**src/rtl/cnt_pkg.sv**
```systemverilog
// Shared constants, pick result type and round-robin search helper for the
// ticket scheduler and its arbiter.
package cnt_pkg;

  localparam int R_MAX = 16;
  localparam int PTR_W = $clog2(R_MAX);
  localparam int N_DEF = 64;

  function automatic int lo_width(input int n);
    return $clog2(n);
  endfunction

  localparam int K = lo_width(N_DEF);

  typedef struct packed {
    logic             found;
    logic [PTR_W-1:0] idx;
  } pick_t;

  // First set bit of eligible at or above ptr, wrapping modulo r.
  function automatic pick_t rr_pick(input logic [R_MAX-1:0] eligible,
                                    input logic [PTR_W-1:0] ptr,
                                    input int               r);
    pick_t res;
    int    j;
    res = '0;
    for (int off = 0; off < R_MAX; off++) begin
      if (off < r) begin
        j = int'(ptr) + off;
        if (j >= r) j = j - r;
        if (!res.found && eligible[j[PTR_W-1:0]]) begin
          res.found = 1'b1;
          res.idx   = j[PTR_W-1:0];
        end
      end
    end
    return res;
  endfunction

endpackage

```
**src/rtl/cnt_ticket_sched_rr_arb.sv**
```systemverilog
// Combinational round-robin pick over the eligible requesters plus the
// pointer register that rotates past each winner.
module rr_arb
  import cnt_pkg::*;
#(
  parameter int R = 4
) (
  input  logic         i_clk,
  input  logic         i_rst,
  input  logic [R-1:0] i_eligible,
  input  logic         i_take,
  output logic         o_found,
  output logic [R-1:0] o_onehot
);

  logic [R_MAX-1:0] w_elig;
  logic [PTR_W-1:0] w_next;
  pick_t            w_pick;
  logic [PTR_W-1:0] r_ptr;

  assign w_elig   = R_MAX'(i_eligible);
  assign w_pick   = rr_pick(w_elig, r_ptr, R);
  assign o_found  = w_pick.found;
  assign o_onehot = w_pick.found ? (R'(1) << w_pick.idx) : '0;
  assign w_next   = (w_pick.idx == PTR_W'(R - 1)) ? '0 : w_pick.idx + 1'b1;

  // The pointer only moves when a grant is actually issued.
  always_ff @(posedge i_clk) begin
    if (i_rst) begin
      r_ptr <= '0;
    end else if (i_take && w_pick.found) begin
      r_ptr <= w_next;
    end
  end

endmodule

```
**src/rtl/cnt_ticket_sched.sv**
```systemverilog
// Round-robin ticket dispenser: each grant hands out the current value of a
// wide split counter and advances it by one, with clear/load/hold control.
module cnt_ticket_sched
  import cnt_pkg::*;
#(
  parameter int R = 4,
  parameter int N = N_DEF
) (
  input  logic         i_clk,
  input  logic         i_rst,
  input  logic [R-1:0] i_req,
  input  logic         i_clr,
  input  logic         i_ld,
  input  logic [N-1:0] i_ld_val,
  input  logic         i_hold,
  output logic [R-1:0] o_gnt,
  output logic [N-1:0] o_tkt,
  output logic         o_tkt_vld,
  output logic         o_wrap,
  output logic [N-1:0] o_count
);

  localparam int LO_W = lo_width(N);
  localparam int HI_W = N - LO_W;

  logic [LO_W-1:0] r_lo;
  logic [HI_W-1:0] r_hi;
  logic [HI_W-1:0] r_hi_inc;
  logic [R-1:0]    r_gnt;
  logic [N-1:0]    r_tkt;
  logic            r_tkt_vld;
  logic            r_wrap;

  logic [R-1:0]    w_eligible;
  logic [R-1:0]    w_onehot;
  logic            w_found;
  logic            w_take;
  logic            w_grant;
  logic [N-1:0]    w_count;
  logic [HI_W-1:0] w_ld_hi;

  assign w_eligible = i_req & ~r_gnt;
  assign w_take     = ~(i_clr | i_ld | i_hold);
  assign w_grant    = w_take & w_found;
  assign w_count    = {r_hi, r_lo};
  assign w_ld_hi    = i_ld_val[N-1:LO_W];

  rr_arb #(.R(R)) u_arb (
    .i_clk      (i_clk),
    .i_rst      (i_rst),
    .i_eligible (w_eligible),
    .i_take     (w_take),
    .o_found    (w_found),
    .o_onehot   (w_onehot)
  );

  // The high field steps to a value prepared a cycle earlier; the low field
  // needs 2^LO_W increments to overflow, so the lagging refresh is always ready.
  always_ff @(posedge i_clk) begin
    if (i_rst || i_clr) begin
      r_lo     <= '0;
      r_hi     <= '0;
      r_hi_inc <= HI_W'(1);
    end else if (i_ld) begin
      r_lo     <= i_ld_val[LO_W-1:0];
      r_hi     <= w_ld_hi;
      r_hi_inc <= w_ld_hi + 1'b1;
    end else begin
      r_hi_inc <= r_hi + 1'b1;
      if (w_grant) begin
        r_lo <= r_lo + 1'b1;
        if (&r_lo) r_hi <= r_hi_inc;
      end
    end
  end

  always_ff @(posedge i_clk) begin
    if (i_rst) begin
      r_gnt     <= '0;
      r_tkt     <= '0;
      r_tkt_vld <= 1'b0;
      r_wrap    <= 1'b0;
    end else begin
      r_gnt     <= w_grant ? w_onehot : '0;
      r_tkt_vld <= w_grant;
      r_wrap    <= w_grant & (&w_count);
      if (w_grant) r_tkt <= w_count;
    end
  end

  assign o_gnt     = r_gnt;
  assign o_tkt     = r_tkt;
  assign o_tkt_vld = r_tkt_vld;
  assign o_wrap    = r_wrap;
  assign o_count   = w_count;

endmodule
```
**config.mk**
```make
export PLATFORM = sky130hd
export DESIGN_NAME = cnt_ticket_sched
export DESIGN_NICKNAME = d
export VERILOG_FILES = /design/src/rtl/cnt_pkg.sv /design/src/rtl/cnt_ticket_sched_rr_arb.sv /design/src/rtl/cnt_ticket_sched.sv
export SDC_FILE = /design/constraint.sdc
export NUM_CORES = 1
export LEC_CHECK = 0
export CORE_MARGIN = 8
export CORE_UTILIZATION = 52
export DETAILED_ROUTE_END_ITERATION = 10
export PLACE_DENSITY = 0.78
export RECOVER_POWER = 25
export SLEW_MARGIN = 40
export SYNTH_ARGS = -nofsm -noshare
export SYNTH_HDL_FRONTEND = slang
export SYNTH_HIERARCHICAL = 1
export SYNTH_SLANG_ARGS = --single-unit
```
**constraint.sdc**
```tcl
create_clock -name i_clk -period 3.8 [get_ports i_clk]
set_input_delay 0.57 -clock i_clk [delete_from_list [all_inputs] [get_ports i_clk]]
set_output_delay 0.57 -clock i_clk [all_outputs]
set_load 0.01 [all_outputs]
```
# ---- After elaboration in Yosys (flattened, before gate mapping)
# Index checks and enable logic that the tools add are counted.
dict set report word_totals {
  output_inout_bits 134
  word_cells 75
  regBits 196
  inputBits 73
}
dict set report op_classes {
  order_cmp 8
  mux 23
  shifts 1
  addsub 11
  bitwise_logic 9
  n_eq_ne 1
  n_reduce_logical 14
}
# op n
set op_table {}
lappend op_table {{two-way mux 58 bit} 4}
lappend op_table {{adder 58 x 1 -> 58 bit, second input constant} 2}
lappend op_table {{AND reduction 64 bit} 1}
lappend op_table {{less-than comparator 4 x 5 -> 1 bit, second input constant} 4}
lappend op_table {{two-way mux 4 bit} 5}
lappend op_table {{two-way mux 5 bit} 4}
lappend op_table {{binary-select mux 1 bit (select 4 bit)} 4}
lappend op_table {{greater-or-equal comparator 5 x 3 -> 1 bit, second input constant} 3}
lappend op_table {{two-way mux 6 bit} 2}
lappend op_table {{subtractor 4 bit, second input constant} 3}
lappend op_table {{adder 4 x 2 -> 5 bit, second input constant} 2}
lappend op_table {{adder 6 x 1 -> 6 bit, second input constant} 1}
lappend op_table {{AND reduction 6 bit} 1}
lappend op_table {{adder 4 x 1 -> 5 bit, second input constant} 1}
lappend op_table {{adder 4 x 1 -> 4 bit, second input constant} 1}
lappend op_table {{bitwise AND 4 bit} 1}
lappend op_table {{equality test 4 x 2 -> 1 bit, second input constant} 1}
lappend op_table {{greater-or-equal comparator 4 x 3 -> 1 bit, second input constant} 1}
lappend op_table {{logical AND 1 bit} 4}
lappend op_table {{two-way mux 1 bit} 4}
lappend op_table {{inverter 4 bit} 1}
lappend op_table {{nonzero test 2 bit} 2}
lappend op_table {{left shift 1 x 4 -> 4 bit, first input constant} 1}
lappend op_table {{subtractor 4 x 3 -> 4 bit, second input constant} 1}
lappend op_table {{7 further kinds} 13}

# ---- Longest topological paths before layout
dict set report depth {
  ltp_word 17
  mapped_depth 18
  ltp_nobuf 15
}

# ---- Cells and area by module
# The synthesis kept the hierarchy.
# module instances cells_per_inst area_per_inst_um2
set by_module_without_submodules {}
lappend by_module_without_submodules {cnt_ticket_sched 1 1189 9335.2}
lappend by_module_without_submodules {rr_arb 1 87 769.5}

# ---- Least setup slack after synthesis
# No wires, ideal clock.
dict set report synth_path {
  path_kind {reg-to-reg}
  startpoint {register u_arb.r_ptr[0]}
  endpoint {register r_hi[29]}
  path_buffers 3
  t_arrival_ps 3456
  setup_time_ps 74
  slack_ps 269
  t_required_ps 3726
  stages_incl_launch_ff 18
  path_cell_list {dfxtp_1 buf_6 inv_1 ha_1 xor2_1 inv_1 ha_1 nor2_1 o211ai_1 nand2_1 or3_1 nor4b_2 and4_1 clkbuf_1 nor2_1 clkbuf_1 nand2_1 a31oi_1}
}
dict set report synth_between {
  elab_chain_cells 17
  word_cells_on_any_way 36
}
# item line_no
set synth_rtl {}
lappend synth_rtl {{from (decl)} cnt_ticket_sched_rr_arb.sv:19} ;# logic [PTR_W-1:0] r_ptr;
lappend synth_rtl {{from (signal assigned)} cnt_ticket_sched_rr_arb.sv:32} ;# r_ptr <= w_next;
lappend synth_rtl {{parallel branches: the longest is 13 deep, another holds adder 4 x 1 -> 5 bit} n/a}
lappend synth_rtl {{two-way mux 5 bit *} cnt_pkg.sv:31} ;# if (!res.found && eligible[j[PTR_W-1:0]]) begin
lappend synth_rtl {{via w_found} cnt_ticket_sched.sv:36} ;# logic w_found;
lappend synth_rtl {{bitwise AND 1 bit *} cnt_ticket_sched.sv:44} ;# assign w_grant = w_take & w_found;
lappend synth_rtl {{nonzero test 2 bit (no line) *} n/a}
lappend synth_rtl {{AND reduction 2 bit (no line) *} n/a}
lappend synth_rtl {{to (signal assigned)} cnt_ticket_sched.sv:66} ;# r_hi <= w_ld_hi;
lappend synth_rtl {{to (signal assigned)} cnt_ticket_sched.sv:72} ;# if (&r_lo) r_hi <= r_hi_inc;
lappend synth_rtl {{to (decl)} cnt_ticket_sched.sv:27} ;# logic [HI_W-1:0] r_hi;
# Mark *: on every way through the listed nets, which the timed path passes. The select of a mux whose other input is x is not followed.
# A chain may end at the register's enable or synchronous reset.

# ---- Worst setup path after layout
# Same ends and word-level chain as after synthesis.

==> flow_metrics.env <==
export IMPL_status="finished with violations"
export IMPL_violations="max-capacitance violations, max-slew violations"
export IMPL_clk_latency_ps=440
export IMPL_drv_cap=2
export IMPL_dr_pass1_iters=5
export IMPL_grt_pass1_vias=9751
export IMPL_period_needed_ps=3570
export IMPL_fill_cells=1622
export IMPL_numPortBuffers=206
export IMPL_p_leak_nw=4.70
export IMPL_finalMaxSlewViolations=62
export IMPL_start_kind="flip-flop"
export IMPL_crit_arrival_ps=3920
export IMPL_synth_distinct_cells=65
export IMPL_synth_edf_count=0
export IMPL_placed_area_mm2=0.0125
export IMPL_fin_crit_sh_pct=93.9
export IMPL_end_kind="flip-flop"
export IMPL_gr_total_overflow=0
export IMPL_dp_hpwl_um=23900
export IMPL_synth_compound_area_share_pct=18.9
export IMPL_hold_slack_ps=450
export IMPL_fin_area_mm2=0.0131
export IMPL_cp_max_fo=36
export IMPL_netlist_area_mm2=0.0101
export IMPL_root_buffer="clkbuf_16"
export IMPL_syn_nets=1364
export IMPL_cts_buffers=17
export IMPL_dpl_worst_slack_ps=243
export IMPL_start_util_pct=52.4
export IMPL_hold_viol=0
export IMPL_drt_initial_drc_count=1074
export IMPL_ys_ff_latch=196
export IMPL_fin_worst_skew_ps=14.2
export IMPL_core_area_mm2=0.0193
export IMPL_cts_clk_slew_worst_paths_ps=70
export IMPL_grt_pass1_wl_um=53000
export IMPL_finalSetupViolCount=0
export IMPL_synth_simple_area_share_pct=27.6
export IMPL_synthArstFlopShare_pct=0
export IMPL_hold_buffers=0
export IMPL_fin_nets=1544
export IMPL_vdd_ir_drop_max_v=0.000378
export IMPL_drt_wl_total_um=33700
export IMPL_synthMuxAreaShare_pct=6.60
export IMPL_cts_sinks=196
export IMPL_die_w_um=155
export IMPL_cts_resized=0
export IMPL_worst_slew_pin_slew_ps=1940
export IMPL_place_congestion=0.954
export IMPL_seq_area_frac_synth_pct=38.8
export IMPL_finalWorstSetupSlack_ps=231
export IMPL_drtAntennaViolNets=0
export IMPL_rows=51
export IMPL_drive_gt1_share_pct=6.33
export IMPL_synth_xor_area_share_pct=1.89
export IMPL_die_h_um=155
export IMPL_yosysWarnings=6
export IMPL_path_class="flip-flop to flip-flop"
export IMPL_synth_area_per_cell_um2=7.92
export IMPL_synthTopCellsByArea="dfxtp_1 39%, nand2_1 11%, a21oi_1 5.8%, mux2i_1 5.4%, a22oi_1 3.7%"
export IMPL_instances_no_fill=1735
export IMPL_vias=10400
export IMPL_postSynthCellCount=1276
export IMPL_htree_levels=4
export IMPL_antenna_found_initial=1
export IMPL_ys_flop_type="dfxtp_1"
export IMPL_tritoncts="built"
export IMPL_max_slew_margin_pct=-29.1
export IMPL_track_usage_pct=27.2
export IMPL_synth_top_family_by_area="simple AND/OR/NAND/NOR gates"
export IMPL_utilization_pct=68.1
export IMPL_cp_required_ps=4150
export IMPL_yosys_area_top_type_share_pct=38.8
export IMPL_synth_top_area_cell="dfxtp_1"
export IMPL_wl_per_cell_um=19.4
export IMPL_power_density_mw_per_mm2=358
export IMPL_grt_max_degree=59
export IMPL_drc=0
export IMPL_cts_setup_buffers=0
export IMPL_dp_cells=1702
export IMPL_ios=207
export IMPL_layout_commonest_cell="nand2_1"
export IMPL_final_cell_mix="292 x nand2_1, 196 x dfxtp_1, 130 x clkdlybuf4s50_1, 117 x a21oi_1, 74 x dlygate4sd3_1"
export IMPL_synth_fa_ha_area_share_pct=1.86
export IMPL_hold_path_class="flip-flop to flip-flop"
export IMPL_die_area_mm2=0.0241
export IMPL_fmax_mhz=280
export IMPL_viasPerCell=6.02
export IMPL_syn_to_final_growth_pct=30.0
export IMPL_cts_path_max_buffers=2
worst max-delay path, stage by stage, from the launching register on:
cell and delay [ps]:
dfxtp_1 460, inv_1 140, ha_1 260, xor2_1 220, inv_1 80, ha_1 300, nor2_1 50, o211ai_1 330
nand2_1 120, or3_1 370, nor4b_4 170, and4_2 270, nor2_2 160, buf_12 240, nand2_1 100, a31oi_1 200
final cells by class:
cell class                      count  area [µm²]  area share [%]
Timing Repair Buffer              244        2410            18.4
Multi-Input combinational cell    978        5760            43.9
Clock inverter                     12         164            1.25
Inverter                           19        71.3           0.543
Sequential cell                   196        3920            29.9
Antenna cell                        1        2.50          0.0191
Clock buffer                       20         467            3.55
Tap cell                          265         332            2.53
cell families (layout without fill, tap and decap cells):
group	after synthesis	after routing
xor gates and xnor gates	21	21
buffers and inverters	102	295
and+or+nand+nor	577	577
AOI/OAI and AO/OA	303	303
adders and majority gates	15	15
muxes	62	62
DFF	196	196
other	0	1
path summary, 6_finish.rpt:
| check | cells past startpoint | endpoint | slack [ps] | startpoint |
|---|---|---|---|---|
| setup / recovery | 15 | r_hi[29] | 230 | u_arb/r_ptr[0] |
| hold / removal | 2 | o_tkt[21] | 450 | o_tkt[21] |
| setup reg to reg | 15 | r_hi[29] | 230 | u_arb/r_ptr[0] |
| hold reg to reg | 2 | o_tkt[21] | 450 | o_tkt[21] |
synthesized netlist by cell type (21+ instances only):
cell type,count
a21oi_1,117
a22oi_1,50
a31oi_1,22
clkbuf_1,56
dfxtp_1,196
mux2i_1,55
nand2_1,293
nand3_1,56
nand3b_1,27
nand4_1,41
nor2_1,50
nor3_1,21
o21ai_0,37
layer usage:
layer  GRT usage, %  share of wire, %  vias to the layer above
met5              0                 0                        -
met4           10.5               2.9                        0
met3           4.99               7.7                       77
met2           45.1                48                      474
met1           34.6                42                     4924
li1               -                 -                     4962
flip-flops by register name, summed over array words and instances, names as in the netlist:
name	flops
r_hi_inc	58
o_tkt_vld	1
o_tkt	64
o_wrap	1
u_arb/r_ptr	4
r_lo	6
r_hi	58
o_gnt	4
through the flow:
stage,TNS (ps),total power [mW]
finish,0,4.70
detailed placement,0,2.80
floorplan,0,2.54
CTS,0,4.71
global route,-11.9,4.86
global placement,0,2.79
power by group:
part           switching [mW]  total (mW)  internal (mW)
registers              0.0606        2.16           2.10
clock network           0.836        1.94           1.10
logic                   0.329       0.603          0.274
No activity file was read; power rests on OpenSTA's default activity.
